===== src/rtl/cpc_bus_pkg.sv =====
// Shared CPC expansion-bus definitions: capture FSM states and I/O port decode constants.
package cpc_bus_pkg;

    typedef enum logic [1:0] {
        IDLE    = 2'd0,
        QUAL    = 2'd1,
        CAPTURE = 2'd2,
        HOLD    = 2'd3
    } state_t;

    // Gate-array writes carry a function tag in data[7:6]; 2'b10 selects the mode register.
    localparam logic [1:0] GA_MODE_TAG = 2'b10;
    localparam int         LROM_BIT    = 2;
    localparam int         UROM_BIT    = 3;

endpackage


===== src/rtl/cpc_strobe_sync.sv =====
// Multi-flop synchroniser for active-low bus strobes; flops reset to the deasserted level.
module cpc_strobe_sync #(
    parameter int STAGES = 2,
    parameter int WIDTH  = 2
) (
    input  logic             clk,
    input  logic             reset_b,
    input  logic [WIDTH-1:0] d_b,
    output logic [WIDTH-1:0] q_b
);

    logic [STAGES-1:0][WIDTH-1:0] sync_pipe;

    always_ff @(posedge clk or negedge reset_b) begin
        if (!reset_b)
            sync_pipe <= '1;
        else
            sync_pipe <= {sync_pipe[STAGES-2:0], d_b};
    end

    assign q_b = sync_pipe[STAGES-1];

endmodule


===== src/rtl/cpc_iowr_capture.sv =====
// Captures ROM select (&DFxx) and gate-array ROM enable bits (&7Fxx) from qualified Z80 I/O writes.
module cpc_iowr_capture
    import cpc_bus_pkg::*;
#(
    parameter int SYNC_STAGES = 2,
    parameter int QUAL_CYCLES = 2
) (
    input  logic       clk,
    input  logic       reset_b,
    input  logic       adr15,
    input  logic       adr14,
    input  logic       adr13,
    input  logic       ioreq_b,
    input  logic       wr_b,
    input  logic [7:0] data,
    output logic [7:0] romsel_q,
    output logic       romsel_upd,
    output logic       lrom_dis,
    output logic       urom_dis,
    output logic [7:0] wr_count
);

    // Capture must land inside the 3-T-state OUT strobe window.
    if (SYNC_STAGES < 2) begin : g_chk_sync
        $error("cpc_iowr_capture: SYNC_STAGES must be at least 2");
    end
    if (QUAL_CYCLES < 1 || QUAL_CYCLES > 7) begin : g_chk_qual
        $error("cpc_iowr_capture: QUAL_CYCLES must be in 1..7");
    end
    if (SYNC_STAGES + QUAL_CYCLES + 1 > 6) begin : g_chk_lat
        $error("cpc_iowr_capture: SYNC_STAGES+QUAL_CYCLES+1 exceeds the OUT strobe window");
    end

    logic [1:0] strb_s_b;
    logic       io_wr_s;
    logic [2:0] adr_cls;
    logic [2:0] cls_q;
    logic [3:0] qcnt;
    logic       sel_hit;
    logic       ga_hit;
    state_t     state;

    cpc_strobe_sync #(
        .STAGES(SYNC_STAGES),
        .WIDTH (2)
    ) u_sync (
        .clk    (clk),
        .reset_b(reset_b),
        .d_b    ({ioreq_b, wr_b}),
        .q_b    (strb_s_b)
    );

    assign io_wr_s = ~strb_s_b[1] & ~strb_s_b[0];
    assign adr_cls = {adr15, adr14, adr13};

    // Decode uses the class latched when the strobe first qualified.
    assign sel_hit = ~cls_q[0];
    assign ga_hit  = ~cls_q[2] & cls_q[1] & (data[7:6] == GA_MODE_TAG);

    always_ff @(posedge clk or negedge reset_b) begin
        if (!reset_b) begin
            state      <= IDLE;
            cls_q      <= '0;
            qcnt       <= '0;
            romsel_q   <= '0;
            romsel_upd <= 1'b0;
            lrom_dis   <= 1'b0;
            urom_dis   <= 1'b0;
            wr_count   <= '0;
        end else begin
            romsel_upd <= 1'b0;
            case (state)
                IDLE: begin
                    if (io_wr_s) begin
                        cls_q <= adr_cls;
                        qcnt  <= 4'd1;
                        state <= (QUAL_CYCLES == 1) ? CAPTURE : QUAL;
                    end
                end
                QUAL: begin
                    if (!io_wr_s || adr_cls != cls_q)
                        state <= IDLE;
                    else begin
                        qcnt <= qcnt + 4'd1;
                        if (qcnt + 4'd1 >= 4'(QUAL_CYCLES))
                            state <= CAPTURE;
                    end
                end
                CAPTURE: begin
                    if (sel_hit) begin
                        romsel_q   <= data;
                        romsel_upd <= 1'b1;
                    end
                    if (ga_hit) begin
                        lrom_dis <= data[LROM_BIT];
                        urom_dis <= data[UROM_BIT];
                    end
                    if (sel_hit || ga_hit)
                        wr_count <= wr_count + 8'd1;
                    state <= HOLD;
                end
                HOLD: begin
                    // One capture per bus cycle: wait for the strobe to release.
                    if (!io_wr_s)
                        state <= IDLE;
                end
                default: state <= IDLE;
            endcase
        end
    end

endmodule


===== config.mk =====
export PLATFORM = sky130hd
export DESIGN_NAME = cpc_iowr_capture
export DESIGN_NICKNAME = d
export VERILOG_FILES = /design/src/rtl/cpc_bus_pkg.sv /design/src/rtl/cpc_strobe_sync.sv /design/src/rtl/cpc_iowr_capture.sv
export SDC_FILE = /design/constraint.sdc
export NUM_CORES = 1
export LEC_CHECK = 0
export CAP_MARGIN = 20
export CELL_PAD_IN_SITES_DETAIL_PLACEMENT = 0
export CELL_PAD_IN_SITES_GLOBAL_PLACEMENT = 2
export CORE_MARGIN = 2
export CORE_UTILIZATION = 34
export DETAILED_ROUTE_END_ITERATION = 10
export PLACE_DENSITY_LB_ADDON = 0.1
export SYNTH_ARGS = -nofsm -noshare
export SYNTH_HDL_FRONTEND = slang
export SYNTH_SLANG_ARGS = --single-unit

===== constraint.sdc =====
create_clock -name clk -period 2.3 [get_ports clk]
set_clock_uncertainty 0.05 [all_clocks]
set_input_delay 0.575 -clock clk [delete_from_list [all_inputs] [get_ports clk]]
set_output_delay 0.575 -clock clk [all_outputs]
set_load 0.1 [all_outputs]

== Word-level counts from Yosys, hierarchy flattened ==
Cells that the tools add are included.
Storage, ports and cells
  logic and storage cells: 50
  input port bits: 15
  output and inout port bits: 19
  bits in registers: 32
Cells by class
  add/subtract/negate cells: 2
  bitwise operators: 7
  equality and inequality tests: 9
  $lt $le $gt $ge: 1
  mux-type cells: 10
  reductions and logical operators: 11
Operators with widths (count)
  adder 8 x 1 -> 8 bit (second input constant): 1
  two-way mux 2 bit: 4
  two-way mux 4 bit: 2
  case mux 2 bit (4 select lines): 1
  case mux 4 bit (2 select lines): 1
  AND reduction 2 bit: 4
  equality test 2 bit (second input constant): 3
  != test 2 bit (second input constant): 3
  AND reduction 3 bit: 2
  adder 4 x 1 -> 4 bit (second input constant): 1
  >= comparator 4 x 2 -> 1 bit (second input constant): 1
  inverter 1 bit: 4
  AND 1 bit: 3
  != test 3 bit: 1
  != test 3 bit (second input constant): 1
  equality test 2 x 1 -> 1 bit (second input constant): 1
  zero test 2 bit: 1
  logical OR 1 bit: 2
  two-way mux 1 bit: 2
  nonzero test 2 bit: 1
  zero test 1 bit: 1

== Logic depth before layout (Yosys ltp) ==
Gate-level depths: netlist of run 1.
  depth in word-level cells: 6
  gate-level depth with buffers: 6
  gate-level depth less buffers: 6

== By module ==
A second synthesis of run 1 with hierarchy kept.
Second synthesis, totals
  cells, all modules: 113
  area total of the unflattened synthesis: 1441.4 um2
By module, submodules not included
  cpc_iowr_capture: instances 1, cells each 107, sequential area each 700.7 um2, area each 1321.3 um2
  cpc_strobe_sync: instances 1, cells each 6, sequential area each 105.1 um2, area each 120.1 um2

== Worst setup path after synthesis of run 1 ==
Ideal clock, no wire load.
  path type: register to register
  start: register wr_count[0]
  end: register wr_count[4]
  setup slack: 515 ps
  required time: 2091 ps
  clock period less this slack: 1785 ps
  buffers on the path: 0
  data arrival time: 1576 ps
  library setup time: 159 ps
  stages on the path, launching flop included: 4
  path through: dfrtp_1 -> ha_1 -> nand4_1 -> xnor2_1
On the way
  longest elaborated chain between the ends: 1
RTL lines
  start, declared: RTL line cpc_iowr_capture.sv:20  | output logic [7:0] wr_count
  start signal, assigned: RTL line cpc_iowr_capture.sv:99  | wr_count <= wr_count + 8'd1;
  adder 8 x 1 -> 8 bit: RTL line cpc_iowr_capture.sv:99
No other way between the ends.
A chain may end at the register's enable or synchronous reset.

== Worst setup path after layout of run 1 ==
  start: input data[6]
  end: register wr_count[1]
On the way
  longest elaborated chain between the ends: 4
RTL lines
  start, declared: RTL line cpc_iowr_capture.sv:15  | input logic [7:0] data,
  equality test 2 bit: RTL line cpc_iowr_capture.sv:58  | assign ga_hit = ~cls_q[2] & cls_q[1] & (data[7:6] == GA_MODE_TAG);
  AND 1 bit: RTL line cpc_iowr_capture.sv:58
  logical OR 1 bit: RTL line cpc_iowr_capture.sv:98  | if (sel_hit || ga_hit)
  AND reduction 2 bit (no source line)
No other way between the ends.

==> results of run 1 <==
synthesized netlist by cell type (2+ instances only):
cell,instances,area share
xnor2_1,10,0.062
nand3_1,3,0.011
dfrtp_1,28,0.49
and3_1,4,0.018
nor2_2,2,0.0088
dfstp_2,4,0.074
nand4_1,7,0.031
nand2_1,6,0.016
nand2b_1,3,0.013
mux2_2,15,0.12
a22o_1,2,0.012
ha_1,3,0.026
or3_1,2,0.0088
o21ai_0,4,0.014
nor2_1,3,0.0079
logic make-up (layout without fill, tap and decap cells):
kind of cell,after synthesis,after routing,synth area share
flops,32,32,0.568
buf+inv,3,43,0.0132
fa+ha+maj,3,3,0.0265
xor+xnor,11,11,0.0679
compound gates,12,12,0.0600
simple gates,34,34,0.138
mux,16,16,0.127
critical path, delay by kind of cell:
family | cells | cell delay (ps)
AND/OR/NAND/NOR | 1 | 240
multiplexers | 1 | 380
buffers and inverters | 1 | 420
AO/OA/AOI/OAI | 1 | 380
stage by stage:
stage                     cells  area (µm²)  hold WS, ps  worst slack [ps]
after floorplan             111        1420          229               515
after global placement      193        1760          297               141
after detailed placement    193        1760          300               121
after CTS                   201        1880          310               420
after global routing        201        1880          313               330
final                       201        1880          308               434
sequential cells by signal, indices dropped and copies added (netlist names), named ones only:
name	count
romsel_q	8
u_sync.sync_pipe	2
wr_count	8
urom_dis	1
qcnt	4
state	1
u_sync.q_b	2
romsel_upd	1
lrom_dis	1
cls_q	3
final timing paths:
| kind | from | endpoint | slack [ps] | cells after the start |
|---|---|---|---|---|
| setup / recovery | data[6] | wr_count[1] | 430 | 4 |
| hold / removal | u_sync.sync_pipe[0] | u_sync.q_b[0] | 310 | 0 |
| setup reg to reg | state[0] | romsel_q[5] | 580 | 3 |
| hold reg to reg | u_sync.sync_pipe[0] | u_sync.q_b[0] | 310 | 0 |
| max in group asynchronous | reset_b | u_sync.sync_pipe[1] | 1230 | 2 |
| min in group asynchronous | reset_b | wr_count[5] | 640 | 2 |
cell usage in the layout (no fill, tap or decap), types with 2 or more instances in the layout:
master and count:
ha_1 3, mux2_2 15, o21ai_0 4, nand2b_1 3, buf_4 20, and3_1 4
dfstp_2 4, clkbuf_8 7, or3_1 2, a22o_1 2, xnor2_1 10, nand2_1 6
dfrtp_1 28, nand4_1 7, clkdlybuf4s50_1 14, nor2_1 3, nor2_2 2, nand3_1 3
layer usage:
metal	up-vias	wire, µm	share of wire	GRT usage
li1	472	-	-	-
met1	473	1270	0.47	0.177
met2	18	1250	0.46	0.202
met3	6	124	0.046	0.0503
met4	0	62	0.023	0.0750
met5	-	0	0	0
cell type report:
cell class              instances  area (µm²)  area share
flip-flops and latches         32         806       0.428
multi-input cells              76         594       0.316
repair buffers                 34         290       0.154
clock buffers                   7        96.3      0.0512
well taps                      50        62.6      0.0332
clock inverters                 1        30.0      0.0159
inverters                       1        3.75     0.00199
==> summary.md, run 1 <==
| Metric | Value |
|---|---|
| Status | `complete, no violations` |
| Global-route wire length before repair | `4.60 mm` |
| Gpl congestion | `0.762` |
| Vias | `969` |
| Congestion Overflow GR | `0` |
| CTS Buf Count | `5` |
| CP Cell Sequence | `clkdlybuf4s50_1, nand4bb_1, a21oi_2, mux2_2` |
| Syn_nets | `129` |
| Die Wd | `68.6 µm` |
| Worst setup SP type | `primary input` |
| Synth warn | `0` |
| Worst-path fanout max | `8` |
| Worst slew pin tran | `437 ps` |
| Iter 0 DRT Violations | `42` |
| WL/cell | `13.4 µm` |
| Post-synthesis sequential area ratio | `0.568` |
| Via/cell ratio | `4.82` |
| Initial Util | `0.355` |
| Rows | `23` |
| IO Count | `34` |
| Post_cts resized | `0` |
| CTS tree | `yes` |
| CP max stage delay | `420 ps` |
| Clock Root Buffer | `clkbuf_8` |
| Drt drc | `0` |
| Top FF cell, synth | `dfrtp_1` |
| Number of routed nets with antenna violations | `0` |
| Final slew viol count | `0` |
| Die H | `68.6 µm` |
| Final Setup Violations | `0` |
| Period utilization | `0.811` |
| Seq cells post-synth | `32` |
| GRT Util Overall | `0.138` |
| CTS H-tree depth | `2` |
| Syn Area/Cell | `12.8 µm²` |
| Layout cell share with drive strength beyond 1 | `0.344` |
| Critical Path RT | `2430 ps` |
| Final Util | `0.471` |
| Worst path slowest cell | `clkdlybuf4s50_1` |
| Area delta synth->final | `32.7%` |
| Post-synth cell types | `30` |
| Clock transition at the registers of the reported paths | `70 ps` |
| Antenna violations before repair | `0` |
| Worst skew pair latency | `290 ps` |
| Largest net degree at the start of global routing | `33` |
| Arrival time worst endpoint | `1990 ps` |
| Layout Nets | `168` |
| Clock sink total | `32` |
| Asr flop ratio synth | `1.00` |
| Fin. Hold Viols | `0` |
| Post-CTS setup buffer count | `0` |
| Core Area | `0.00400 mm²` |
| Worst-case clock buffer depth | `2` |
| Setup TNS Final | `0 ps` |
| Unrepaired setup endpoints after global routing | `no` |
| Detail Placement HPWL | `1.93 mm` |
| Max cap viols | `0` |
| Ant diodes | `0` |
| CP endpoint kind | `flop` |
| Min Tclk post-route | `1870 ps` |
| Post-synthesis cell area | `0.00142 mm²` |
| Mapped Cells | `111` |
| Relative slew slack | `0.709` |
| EDFF count, synth | `0` |
| Fillers | `378` |
| Die ar. | `0.00471 mm²` |
| Cts hold-fix bufs | `0` |
| DRT Wirelength | `2.70 mm` |
| Vias in the first global route | `969` |
| First drt pass iteration count | `4` |
| Min-delay worst type | `flop to flop` |
| Max frequency | `536 MHz` |
| Critical path class | `primary input to flop` |
| Buffers on Ports | `33` |
Power of run 1 is left out: the tool's default activity adds up to more than one toggle a clock period on the data nets, which glitch-free logic cannot reach.
==> run 2: changes to the inputs <==
--- a/config.mk
+++ b/config.mk
@@ -9,7 +9,7 @@
 export CELL_PAD_IN_SITES_DETAIL_PLACEMENT = 0
 export CELL_PAD_IN_SITES_GLOBAL_PLACEMENT = 2
 export CORE_MARGIN = 2
-export CORE_UTILIZATION = 34
+export CORE_UTILIZATION = 29
 export DETAILED_ROUTE_END_ITERATION = 10
 export PLACE_DENSITY_LB_ADDON = 0.1
 export SYNTH_ARGS = -nofsm -noshare
==> constraint.sdc (replaced) <==
create_clock -name clk -period 1.5 [get_ports clk]
set_clock_uncertainty 0.05 [all_clocks]
set_input_delay 0.375 -clock clk [delete_from_list [all_inputs] [get_ports clk]]
set_output_delay 0.375 -clock clk [all_outputs]
set_load 0.1 [all_outputs]
==> run 2 against run 1 <==
  * The flow now finishes with violations (setup timing)
  * Register-to-register slack lost 650 ps
  * Global-route usage down 1.0 points
  * Design area rose by 27%
  * Worst setup slack worse by 500 ps
  * Sequential cell count did not move
  * First-iteration DRC count is 29% lower
  * Worst hold slack is essentially flat
  * Critical path type is now flop to flop
  * Non-clock buffer count up 17
  * Core utilization grew 3.5 points
  * Die area increased by 16%
  * Critical path depth up 1
==> summary.md, run 2 (synthesis gave the netlist of run 1 again) <==
| Metric | Value |
|---|---|
| Critical Path RT | `1680 ps (-750 ps)` |
| Status | `finished, violations left` |
| Fin. Hold Viols | `0 (unchanged)` |
| CP Cell Sequence | `ha_4, nand2b_4, or4_4, o31ai_4, o21ba_2` |
| WL/cell | `13.1 µm (-2.6%)` |
| Congestion Overflow GR | `0 (unchanged)` |
| Initial Util | `0.300 (-0.0543)` |
| CP max stage delay | `430 ps (about the same)` |
| GRT Util Overall | `0.128 (-0.0101)` |
| Unrepaired setup endpoints after global routing | `yes` |
| Worst setup margin | `-65.3 ps (-499 ps)` |
| CTS H-tree depth | `2 (unchanged)` |
| Leak | `1.01 nW` |
| Core Area | `0.00472 mm² (+18%)` |
| Drt drc | `0 (unchanged)` |
| Layout Nets | `185 (+10%)` |
| Largest regs | `romsel_q: 8 flops, wr_count: 8 flops, qcnt: 4 flops` |
| Delay-heaviest family, CP | `simple AND/OR/NAND/NOR gates` |
| Worst-path fanout max | `3 (-5)` |
| Clock sink total | `32 (unchanged)` |
| Clock transition at the registers of the reported paths | `70 ps (about the same)` |
| Worst slew pin tran | `263 ps (-174 ps)` |
| Ant diodes | `0 (unchanged)` |
| Rows | `25 (+8.7%)` |
| VDD IR-drop max | `1650 µV` |
| First drt pass iteration count | `4 (unchanged)` |
| Cts hold-fix bufs | `0 (unchanged)` |
| Worst-case clock buffer depth | `2 (unchanged)` |
| Detail Placement HPWL | `2.21 mm (+15%)` |
| Area delta synth->final | `68.3%` |
| Max frequency | `639 MHz` |
| CP endpoint kind | `flop` |
| Layout Cells excl Fill | `235 (+17%)` |
| Power Dens Cells | `2390 mW/mm²` |
| CTS tree | `yes` |
| Relative slew slack | `0.824 (+0.115)` |
| Min Tclk post-route | `1570 ps` |
| Number of routed nets with antenna violations | `0 (unchanged)` |
| Buffers on Ports | `33 (unchanged)` |
| Placed Area | `0.00215 mm² (+23%)` |
| Largest net degree at the start of global routing | `33 (unchanged)` |
| Total power | `5.71 mW` |
| Global-route wire length before repair | `5.18 mm (+12%)` |
| Placed Instances | `224 (+16%)` |
| Layout cell share with drive strength beyond 1 | `0.518 (+0.173)` |
| Vias | `1065 (+9.9%)` |
| Worst skew pair latency | `290 ps (about the same)` |
| Arrival time worst endpoint | `1740 ps (-250 ps)` |
| Period utilization | `1.04` |
| Final Setup Violations | `4 (+4)` |
| Min-delay worst type | `flop to flop` |
| Worst path slowest cell | `dfrtp_1` |
| Critical path class | `flop to flop` |
| Via/cell ratio | `4.53 (-6.0%)` |
| Die ar. | `0.00547 mm² (+16%)` |
| IO Count | `34 (unchanged)` |
| Gpl congestion | `0.726 (-4.7%)` |
| Fillers | `450 (+19%)` |
| Iter 0 DRT Violations | `30 (-29%)` |
| Max cap viols | `0 (unchanged)` |
| Die H | `73.9 µm (+7.8%)` |
| Die Wd | `73.9 µm (+7.8%)` |
| Final slew viol count | `0 (unchanged)` |
| Most frequent cells in the layout | `dfrtp_1, buf_12, buf_4, mux2_2, clkdlybuf4s50_1` |
| Antenna violations before repair | `0 (unchanged)` |
| CTS Buf Count | `5 (unchanged)` |
| CP Buf/Inv Count | `0 (-1)` |
| DRT Wirelength | `3.08 mm (+14%)` |
| Failing checks | `setup timing` |
| Worst setup SP type | `flop` |
| Clock Root Buffer | `clkbuf_8` |
| Cell area after layout | `0.00239 mm² (+27%)` |
| Vias in the first global route | `1108 (+14%)` |
## run 2: area by class of cell
type	instances	area [µm²]	share of cell area
inverter	1	3.75	0.00157
clock inverter	3	42.5	0.0178
tap	67	83.8	0.0351
sequential	32	815	0.341
clock buffer	5	68.8	0.0288
timing repair buffer	51	678	0.284
multi-input combinational	76	696	0.291
## run 2: timing repair
action / in CTS / in global routing
pin swaps: 6 / 2
resized for setup: 18 / 2
buffers inserted: 3 / 0
endpoints found under the setup margin: 17 / 11
## run 2: worst paths after layout
check | cells after the start | to | slack, ps | from
max | 5 | state[0] | -70 | qcnt[0]
min | 0 | u_sync.q_b[0] | 310 | u_sync.sync_pipe[0]
max reg2reg | 5 | state[0] | -70 | qcnt[0]
min reg2reg | 0 | u_sync.q_b[0] | 310 | u_sync.sync_pipe[0]
max in group asynchronous | 2 | u_sync.sync_pipe[1] | 750 | reset_b
min in group asynchronous | 2 | cls_q[1] | 410 | reset_b
## run 2: per-stage QoR
stage / TNS, ps / setup slack, ps / hold slack [ps] / util
after floorplan: -18.1 / -14.5 / 29.4 / -
after global placement: -5280 / -432 / 296 / 0.456
after detailed placement: -5520 / -457 / 299 / 0.456
after CTS: -287 / -89.6 / 310 / 0.503
after global routing: -603 / -157 / 315 / 0.505
final: -222 / -65.3 / 308 / 0.505
## run 2: layer usage
layer  vias to the layer above  global-route usage  share of wire
met1                       520               0.165           0.44
li1                        509                   -              -
met3                         7              0.0461          0.049
met2                        29               0.198           0.49
met5                         -                   0              0
met4                         0              0.0485          0.017
## run 2: power by group
group / internal [mW] / total (mW) / leakage [nW] / switching (mW)
combinational: 1.41 / 3.35 / 0.576 / 1.95
clock: 0.491 / 0.836 / 0.0541 / 0.344
sequential: 1.16 / 1.52 / 0.383 / 0.355
## run 2: worst register-to-register path, cell delays in order (launching register included)
cell      delay (ps)
dfrtp_1          430
ha_4             310
nand2b_4          50
or4_4            430
o31ai_4           90
o21ba_2          160
(Power assumes the default switching activity.)
==> run 3: changes to the inputs <==
--- a/config.mk
+++ b/config.mk
@@ -11,6 +11,7 @@
 export CORE_MARGIN = 2
 export CORE_UTILIZATION = 29
 export DETAILED_ROUTE_END_ITERATION = 10
+export GPL_TIMING_DRIVEN = 0
 export PLACE_DENSITY_LB_ADDON = 0.1
 export SYNTH_ARGS = -nofsm -noshare
 export SYNTH_HDL_FRONTEND = slang
==> run 3 against run 2 <==
  * The flow still finishes with violations (setup timing)
  * First-iteration DRC count decreased by 13%
  * Maximum frequency decreased by 0.73%
  * Global-route usage decreased by 0.24 points
  * Clock-buffer cell count unchanged
==> summary.md, run 3 (synthesis gave the netlist of run 1 again) <==
| Metric | Value |
|---|---|
| Largest regs | `romsel_q: 8 flops, wr_count: 8 flops, qcnt: 4 flops` |
| Number of routed nets with antenna violations | `0 (unchanged)` |
| Rows | `25 (unchanged)` |
| DRT Wirelength | `3.23 mm (+4.8%)` |
| Congestion Overflow GR | `0 (unchanged)` |
| Fin. Hold Viols | `0 (unchanged)` |
| FF-to-FF End | `state[0]` |
| Min-delay worst type | `primary input to asynchronous set/reset pin` |
| Clock Root Buffer | `clkbuf_8` |
| Layout Cells excl Fill | `228 (-3.0%)` |
| Clock transition at the registers of the reported paths | `70 ps (about the same)` |
| Ant diodes | `0 (unchanged)` |
| Area delta synth->final | `51.5%` |
| R2R cell count | `5 (unchanged)` |
| Die ar. | `0.00547 mm² (unchanged)` |
| Worst setup margin | `-76.9 ps (-11.6 ps)` |
| Final Setup Violations | `4 (unchanged)` |
| Arrival time worst endpoint | `1750 ps (about the same)` |
| Clock sink total | `32 (unchanged)` |
| WHS | `103 ps (-205 ps)` |
| Critical Path RT | `1670 ps (about the same)` |
| R2R Path Start | `qcnt[0]` |
| First drt pass iteration count | `4 (unchanged)` |
| Core Area | `0.00472 mm² (unchanged)` |
| Worst-case clock buffer depth | `2 (unchanged)` |
| Most common cell after layout, fill and taps aside | `dfrtp_1` |
| Unrepaired setup endpoints after global routing | `yes` |
| Placed Instances | `211 (-5.8%)` |
| Largest net degree at the start of global routing | `33 (unchanged)` |
| Failing checks | `setup timing` |
| Final Util | `0.455 (-0.0503)` |
| Global-route wire length before repair | `5.14 mm (-0.68%)` |
| Drt drc | `0 (unchanged)` |
| IO Count | `34 (unchanged)` |
| Max cap viols | `0 (unchanged)` |
| Max frequency | `634 MHz (-0.73%)` |
| Relative slew slack | `0.508 (-0.316)` |
| Layout cell share with drive strength beyond 1 | `0.565 (+0.0474)` |
| Iter 0 DRT Violations | `26 (-13%)` |
| CP endpoint kind | `flop` |
| Status | `finished, violations left` |
| R2R Setup Slk | `-80 ps (about the same)` |
| GRT Util Overall | `0.125 (-0.00242)` |
| Detail Placement HPWL | `2.05 mm (-7.2%)` |
| Vias in the first global route | `1088 (-1.8%)` |
| Buffers on Ports | `33 (unchanged)` |
| Worst skew pair latency | `280 ps (about the same)` |
| Worst slew pin tran | `738 ps (+475 ps)` |
| Cell area after layout | `0.00215 mm² (-10%)` |
| Via/cell ratio | `4.59 (+1.2%)` |
| Min Tclk post-route | `1580 ps (+11.6 ps)` |
| WL/cell | `14.2 µm (+8.1%)` |
| CTS Buf Count | `5 (unchanged)` |
| Period utilization | `1.05 (+0.00771)` |
| Placed Area | `0.00184 mm² (-15%)` |
| Worst-path fanout max | `3 (unchanged)` |
| Critical path class | `flop to flop` |
| CTS H-tree depth | `2 (unchanged)` |
| Vias | `1046 (-1.8%)` |
| Gpl congestion | `0.770 (+6.0%)` |
| Worst setup SP type | `flop` |
| Antenna violations before repair | `0 (unchanged)` |
| Most frequent cells in the layout | `dfrtp_1, buf_4, mux2_2, dfrtp_2, clkbuf_4` |
| Die Wd | `73.9 µm (unchanged)` |
| Final slew viol count | `0 (unchanged)` |
| Die H | `73.9 µm (unchanged)` |
| Initial Util | `0.300 (unchanged)` |
| Cts hold-fix bufs | `0 (unchanged)` |
| Layout Nets | `178 (-3.8%)` |
| CTS tree | `yes` |
## run 3: per-layer routing
metal / share of wire / GRT usage / routed length (µm)
met3: 0.058 / 0.0542 / 187
met5: 0 / 0 / 0
met4: 0.0053 / 0.0364 / 17
met2: 0.49 / 0.197 / 1570
met1: 0.45 / 0.158 / 1450
## run 3: how the worst max path moves through the flow
stage	from	endpoint	slack [ps]	cells after the start
floorplan	qcnt[1]	flop	-10	6
global placement	reset_b	wr_count[1]	-810	1
detailed placement	data[6]	wr_count[1]	-560	4
CTS	qcnt[1]	state[0]	-70	6
global route	qcnt[0]	state[0]	-130	5
finish	qcnt[0]	state[0]	-80	5
## run 3: layout make-up
cell class / count / area, µm²
multi-input combinational: 77 / 767
timing repair buffer: 42 / 360
clock buffer: 5 / 68.8
inverter: 1 / 3.75
buffer: 1 / 5.00
tap: 67 / 83.8
clock inverter: 3 / 42.5
sequential: 32 / 818
fill: 456 / 2570
## run 3: per-stage QoR
step	setup WS, ps	TNS, ps
after floorplan	-14.5	-18.1
after global placement	-811	-36470
after detailed placement	-559	-15330
after CTS	-68.6	-181
after global routing	-131	-548
final	-76.9	-185
## run 3: critical path, cell delays in order (launching register included)
cell and delay [ps]:
dfrtp_2 440, ha_4 290, nand2b_4 50, or4_4 420, o31ai_4 90, o21ba_2 170
## run 3: what timing repair did
item                                    in CTS  in global routing
pin swaps                                   11                 12
hold endpoints to repair                     0                  0
gates cloned                                 0                  1
endpoints found under the setup margin      46                 30
resized for setup                          136                 19
buffers inserted                             9                  0
Power of run 3 is left out for the same reason.
